==> src/rtl/mem_port_arbiter_pkg.sv <==
// Shared constants and the round-robin pick function for the three-port memory arbiter.
package mem_arb_pkg;

    localparam int NREQ       = 3;
    localparam int PRIO_RR    = 0;
    localparam int PRIO_FIXED = 1;

    // Search order is last+1, last+2, last; walking it backwards lets the nearest hit win.
    function automatic logic [NREQ-1:0] rr_pick(input logic [NREQ-1:0] req, input logic [1:0] last);
        logic [NREQ-1:0] g;
        logic [1:0]      sel;
        g = '0;
        for (int k = NREQ; k >= 1; k--) begin
            sel = 2'((int'(last) + k) % NREQ);
            if (req[sel]) begin
                g      = '0;
                g[sel] = 1'b1;
            end
        end
        return g;
    endfunction

endpackage

==> src/rtl/mem_port_arbiter_rr_arb3.sv <==
// Three-way grant logic: round-robin with a last-winner pointer, or fixed priority 0 > 1 > 2.
import mem_arb_pkg::*;

module rr_arb3 #(
    parameter int PRIO_MODE = PRIO_RR
) (
    input  logic            clk,
    input  logic            rst,
    input  logic [NREQ-1:0] req,
    output logic [NREQ-1:0] gnt
);

    logic [1:0]      last;
    logic [NREQ-1:0] pick;

    always_comb begin
        if (PRIO_MODE == PRIO_FIXED)
            pick = req & (~req + NREQ'(1));
        else
            pick = rr_pick(req, last);
        gnt = rst ? '0 : pick;
    end

    // Reset value 2 makes requester 0 the first winner after reset.
    always_ff @(posedge clk) begin
        if (rst) begin
            last <= 2'd2;
        end else if (PRIO_MODE == PRIO_RR) begin
            case (gnt)
                3'b001:  last <= 2'd0;
                3'b010:  last <= 2'd1;
                3'b100:  last <= 2'd2;
                default: last <= last;
            endcase
        end
    end

endmodule

==> src/rtl/mem_port_arbiter.sv <==
// Shares one single-port sync RAM between three requesters; routes read data back
// to the granted requester one cycle later and counts contention cycles.
import mem_arb_pkg::*;

module mem_port_arbiter #(
    parameter int WIDTH     = 8,
    parameter int ADDR_W    = 4,
    parameter int PRIO_MODE = 0,
    parameter int CNT_W     = 16
) (
    input  logic                     clk,
    input  logic                     rst,
    input  logic [NREQ-1:0]          req,
    input  logic [NREQ-1:0]          we,
    input  logic [NREQ*ADDR_W-1:0]   addr,
    input  logic [NREQ*WIDTH-1:0]    wdata,
    output logic [NREQ-1:0]          gnt,
    output logic [NREQ-1:0]          rvalid,
    output logic [WIDTH-1:0]         rdata,
    output logic                     mem_en,
    output logic                     mem_we,
    output logic [ADDR_W-1:0]        mem_addr,
    output logic [WIDTH-1:0]         mem_wdata,
    input  logic [WIDTH-1:0]         mem_rdata,
    output logic [CNT_W-1:0]         conflict_cnt
);

    logic [NREQ-1:0] rd_owner;
    logic            multi_req;

    rr_arb3 #(.PRIO_MODE(PRIO_MODE)) u_arb (
        .clk (clk),
        .rst (rst),
        .req (req),
        .gnt (gnt)
    );

    always_comb begin
        mem_en    = |gnt;
        mem_we    = 1'b0;
        mem_addr  = '0;
        mem_wdata = '0;
        for (int i = 0; i < NREQ; i++) begin
            if (gnt[i]) begin
                mem_we    = we[i];
                mem_addr  = addr[i*ADDR_W +: ADDR_W];
                mem_wdata = wdata[i*WIDTH +: WIDTH];
            end
        end
    end

    assign multi_req = ($countones(req) >= 2);

    always_ff @(posedge clk) begin
        if (rst) begin
            rd_owner     <= '0;
            conflict_cnt <= '0;
        end else begin
            rd_owner <= gnt & ~we;
            if (multi_req && conflict_cnt != '1)
                conflict_cnt <= conflict_cnt + CNT_W'(1);
        end
    end

    assign rvalid = rd_owner;
    // The RAM output is only meaningful for the cycle after a read; blank it otherwise.
    assign rdata  = (|rd_owner && !rst) ? mem_rdata : '0;

endmodule

==> config.mk <==
export PLATFORM = sky130hd
export DESIGN_NAME = mem_port_arbiter
export DESIGN_NICKNAME = d
export VERILOG_FILES = /design/src/rtl/mem_port_arbiter_pkg.sv /design/src/rtl/mem_port_arbiter_rr_arb3.sv /design/src/rtl/mem_port_arbiter.sv
export SDC_FILE = /design/constraint.sdc
export NUM_CORES = 1
export LEC_CHECK = 0
export BUFFER_PORTS_ARGS = -buffer_cell sky130_fd_sc_hd__buf_2
export CAP_MARGIN = 5
export CORE_MARGIN = 2
export CORE_UTILIZATION = 45
export CTS_CLUSTER_SIZE = 28
export DETAILED_ROUTE_END_ITERATION = 16
export PLACE_DENSITY = 0.81
export SKIP_CTS_REPAIR_TIMING = 1
export SLEW_MARGIN = 20
export SYNTH_ARGS = -nofsm -noshare
export SYNTH_HDL_FRONTEND = slang
export SYNTH_HIERARCHICAL = 1
export SYNTH_SLANG_ARGS = --single-unit
==> constraint.sdc <==
create_clock -name clk -period 3.6 [get_ports clk]
set_input_delay 0.36 -clock clk [delete_from_list [all_inputs] [get_ports clk]]
set_output_delay 0.36 -clock clk [all_outputs]
set_load 0.02 [all_outputs]
### Yosys cells after proc, flatten, opt, wreduce, memory -nomap -nowiden

Index checks and enable logic that the tools add are counted.

* input bits: 52
* logic and storage cells: 61
* bits in registers: 21
* output and inout port bits: 44

* equality and inequality tests: 4
* $add $sub $neg: 6
* multiplexer cells: 27
* reduce and logical (&&, ||, !) cells: 9
* bitwise logic cells: 2
* $lt $le $gt $ge: 7
* divide/modulo/power cells: 3

Operator list (number)
* $mod A32 B3 Y32 const B: 3
* $mux W8: 4
* $add A16 B1 Y16 const B: 1
* $ne A16 B16 Y1 const B: 1
* $mux W3: 4
* $mux W4: 3
* $lt A2 B3 Y1 const B: 3
* $mux W1: 9
* $add A2 B2 Y3 const B: 2
* $bmux W1 S2: 3
* $demux W1 S2: 3
* $ge A2 B1 Y1 const B: 3
* $pmux W2 S3: 1
* $reduce_or A3 Y1: 2
* $logic_and A1 B1 Y1: 5
* $add A2 B1 Y3: 1
* $add A2 B1 Y3 const B: 1
* $and A3 B3 Y3: 1
* $eq A3 B1 Y1 const B: 1
* $eq A3 B2 Y1 const B: 1
* $eq A3 B3 Y1 const B: 1
* $ge A3 B2 Y1 const B: 1
* $not A3 Y3: 1
* $reduce_bool A3 Y1: 1
* other kinds (2): 2

### Longest topological paths before layout

* depth after elaboration: 13
* gate-level depth with buffers: 12

### Cells and area by module

The synthesis kept the hierarchy.

Modules (own cells, without submodules)
* mem_port_arbiter: instances 1, sequential area each 380.4 µm², area an instance 1295.0 µm², cells each 164
* rr_arb3: instances 1, sequential area each 40.0 µm², area an instance 415.4 µm², cells each 54

### Worst setup path after synthesis

No wires, ideal clock.

* path type: register -> output
* from: register u_arb.last[0]
* to: output mem_addr[0]
* stages on the path, launching flop included: 13
* arrival time: 2.884 ns
* slack: 0.356 ns
* path buffers: 3
* cell sequence: dfxtp_1 > inv_1 > ha_1 > buf_6 > mux2i_1 > o21ai_0 > a311oi_2 > nor2_1 > clkbuf_1 > nor2b_1 > clkbuf_1 > a22oi_1 > o21ai_0

* elaborated cells between the ends (all ways): 34
* classes of those cells: add/sub (3); div (3); order compare (6); mux (19); reduce/logical (3)

RTL lines
* start, declared: line mem_port_arbiter_rr_arb3.sv:13 `logic [1:0] last;`
* start signal, assigned: line mem_port_arbiter_rr_arb3.sv:33 `default: last <= last;`
* $add A2 B2 Y3: line mem_port_arbiter_pkg.sv:14 `sel = 2'((int'(last) + k) % NREQ);`
* $mod A32 B3 Y32: line mem_port_arbiter_pkg.sv:14
* $lt A2 B3 Y1 (implied by the code) / $ge A2 B1 Y1 (equally long branches): line mem_port_arbiter_pkg.sv:17 `g[sel] = 1'b1;`
* $logic_and A1 B1 Y1 (implied by the code): line mem_port_arbiter_pkg.sv:17
* $mux W1 (implied by the code): line mem_port_arbiter_pkg.sv:17
* $demux W1 S2
* $mux W3 (2 in series): line mem_port_arbiter_pkg.sv:15 `if (req[sel]) begin`
* $mux W3 (*): line mem_port_arbiter_pkg.sv:15
* $mux W3 (*): line mem_port_arbiter_rr_arb3.sv:21 `gnt = rst ? '0 : pick;`
* via gnt[1]: line mem_port_arbiter.sv:17 `output logic [NREQ-1:0] gnt,`
* $mux W4 (*) (2 in series): line mem_port_arbiter.sv:44 `if (gnt[i]) begin`
* end, declared: line mem_port_arbiter.sv:22 `output logic [ADDR_W-1:0] mem_addr,`

The timed path passes the listed nets; every way through them passes the cells marked *. The select of a mux whose other input is x is not followed.

### Final worst setup path

* from: register u_arb.last[0]
* to: output mem_wdata[3]

* cells in the longest elaborated chain, start to end: 13
* elaborated cells between the ends (all ways): 34
* classes of those cells: add/sub (3); div (3); order compare (6); mux (19); reduce/logical (3)

RTL lines
* $add A2 B2 Y3: line mem_port_arbiter_pkg.sv:14
* $mod A32 B3 Y32: line mem_port_arbiter_pkg.sv:14
* $lt A2 B3 Y1 (implied by the code) / $ge A2 B1 Y1 (equally long branches): line mem_port_arbiter_pkg.sv:17
* $logic_and A1 B1 Y1 (implied by the code): line mem_port_arbiter_pkg.sv:17
* $mux W1 (implied by the code): line mem_port_arbiter_pkg.sv:17
* $demux W1 S2
* $mux W3 (2 in series): line mem_port_arbiter_pkg.sv:15
* $mux W3 (*): line mem_port_arbiter_pkg.sv:15
* $mux W3 (*): line mem_port_arbiter_rr_arb3.sv:21
* $mux W8 (2 in series): line mem_port_arbiter.sv:44
* $mux W8 (*): line mem_port_arbiter.sv:44
* end, declared: line mem_port_arbiter.sv:23 `output logic [WIDTH-1:0] mem_wdata,`

Every way passes the cells marked *; elsewhere a longest branch is shown, timed or not. The select of a mux whose other input is x is not followed.

==> results.md <==
* Setup TNS at 0 ps
* Critical path, cell by cell: inv_1 > ha_2 > mux2i_1 > o21ai_0 > a311oi_2 > nor2_1 > buf_4 > nor2b_1 > buf_4 > a22oi_1 > o21ai_0 > buf_2
* Initial Util at 46.7%
* Slew Viols, Final at 0
* Worst endpoint required time at 3240 ps
* Die H at 65.7 um
* Max Cap Viol at 0
* ANT cells at 0
* Slowest-stage cell, CP: a311oi_2
* Crit. End Element: primary output
* Routed len/inst at 13.2 um
* Sequential share of the synthesized area at 24.6%
* Yosys reg bits at 21
* Final WL at 4770 um
* RSZ-0062 raised after global routing: no
* Worst-path maximum fanout at 18
* Via count at 1956
* Critical path depth at 12
* Worst-path clk slew at 70 ps
* Die footprint at 4310 um^2
* Startpoint types: flop
* Setup Viol. Count Final at 0
* PortBufs at 95
* Number of global-route vias before repair at 1672
* Ys flop type: dfxtp_1
* Fraction of registers with async set/reset at 0%
* Worst EP arrival at 2930 ps
* FMAX at 0.304 GHz
* Pre-Repair DR Iteration Count at 5
* Setup CP Type: reg -> out
* Most common cell after layout, fill and taps aside: buf_2
* Final net count at 370
* Gr usage total at 21.6%
* Largest net degree at the start of global routing at 32
* Num rows at 22
* DRC violations left at 0
* DRT antenna net count at 0
* H-tree depth at 1
* Final Hold Viols at 0
* Vias per cell at 5.43
* Total power at 0.00126 W
* Io pins at 96
* Initial drt markers at 125
* Yosys warns at 6
* First-pass GRT wire length at 7560 um
* Syn Std Cell Area at 1710 um^2
* Status: finished, final reports clean
* Max stage delay on crit path at 440 ps
* Number of synthesized flops with an enable pin at 0
* HP Class: in -> reg
* Core Area at 3660 um^2
* Crit path buf inv count at 4
* Syn_nets at 275
* Hold path depth at 2
* CTS buffer count at 3
* Count of cell types in the netlist at 52
* Leakage power at 1.07 nW
* Most frequent cells in the layout: buf_2, nand2_1, dfxtp_1
* Syn_area_per_cell at 7.85 um^2
* Clk_skew at 4.83 ps
* PD cells at 552 nW/um^2
* CTS Buffer Depth at 2
* Area Growth Syn to Fin at 33.2%
* Slew headroom at 65.8%
* Initial antenna violation count at 0
* CP top delay family: compound AO/OA/AOI/OAI gates
* Mapped Cells at 218
* Largest cells by area after synthesis: dfxtp_1, o21ai_0, a22oi_1, nand2_1, nor2_1
* Synth top area share at 24.6%
* DP HPWL at 3610 um
* Proportion of layout cells with a drive suffix above 1 at 41.0%
* Worst-Skew Late Latency at 260 ps
* Yosys top cell by area: dfxtp_1
* GP Congestion at 0.869
* FF-to-FF setup slack at 1190 ps
* CTS tree: done
* Die width at 65.7 um
* Grt total ovfl at 0
* Clk sinks at 21
* Worst vdd ir at 0.509 mV
* Fillers at 355
* R2R cell count at 8
* Root Driver: clkbuf_8
* Final min period at 3290 ps
* Final Cycle Share at 91.4%
* Slew @ Worst Pin at 509 ps
==> sequential cells by signal, indices dropped and copies added, names as in the netlist <==
| register | count |
|---|---|
| conflict_cnt | 16 |
| rvalid | 3 |
| u_arb/last | 2 |
==> cells in the mapped netlist (3+ instances only) <==
library cell,instances
nand2_1,23
dfxtp_1,21
o21ai_0,19
nor2_1,17
a22oi_1,12
a21oi_1,11
and2_1,8
clkbuf_1,8
nor2b_1,8
nand3_1,7
nor3_1,7
ha_1,5
nand4_1,5
nor3b_1,5
nand2b_1,4
a211oi_1,3
a21o_1,3
inv_1,3
mux2_2,3
o21ai_1,3
or3_2,3
==> path summary, 6_finish.rpt <==
kind,endpoint,start
hold / removal,rvalid[0],we[0]
setup / recovery,mem_wdata[3],u_arb/last[0]
hold reg to reg,conflict_cnt[4],conflict_cnt[4]
setup reg to reg,u_arb/last[0],u_arb/last[0]
==> metrics by stage <==
| step | worst slack, ps | area [um^2] | utilization [%] | std cells | hold slack, ps |
|---|---|---|---|---|---|
| 6_report | 310 | 2280 | 62.2 | 360 | 307 |
| 2_1_floorplan | 356 | 1710 | - | 218 | 436 |
| 3_3_place_gp | 712 | 2230 | 60.9 | 356 | 507 |
| 5_1_grt | 79.9 | 2280 | 62.2 | 360 | 304 |
| 3_5_place_dp | 587 | 2230 | 60.9 | 356 | 524 |
| 4_1_cts | 293 | 2280 | 62.2 | 360 | 295 |
==> routing by layer <==
metal	share of wire [%]	track usage (%)
met5	0	0
met4	0.84	7.29
met3	3.4	2.05
met2	50	34.0
met1	46	30.6
==> where the power goes <==
group	switching (W)	internal, W	leakage (nW)
Combinational	0.000512	0.000330	0.880
Sequential	0.0000140	0.000248	0.170
Clock	0.0000750	0.0000787	0.0228
Total	0.000601	0.000656	1.07
==> area by class of cell <==
class	count	area, um^2	share of cell area [%]
Tap cell	48	60.1	2.64
Multi-Input combinational cell	183	1220	53.8
Inverter	4	15.0	0.659
Clock buffer	4	45.0	1.98
Timing Repair Buffer	100	513	22.5
Sequential cell	21	420	18.5
==> cells by family after synthesis <==
group,after synthesis,share of synthesized area [%]
flops,21,24.6
fa+ha+maj,5,3.66
compound gates,67,27.4
buf+inv,14,3.95
simple gates,105,36.4
mux,6,4.02
No activity file was read; power rests on OpenSTA's default activity.
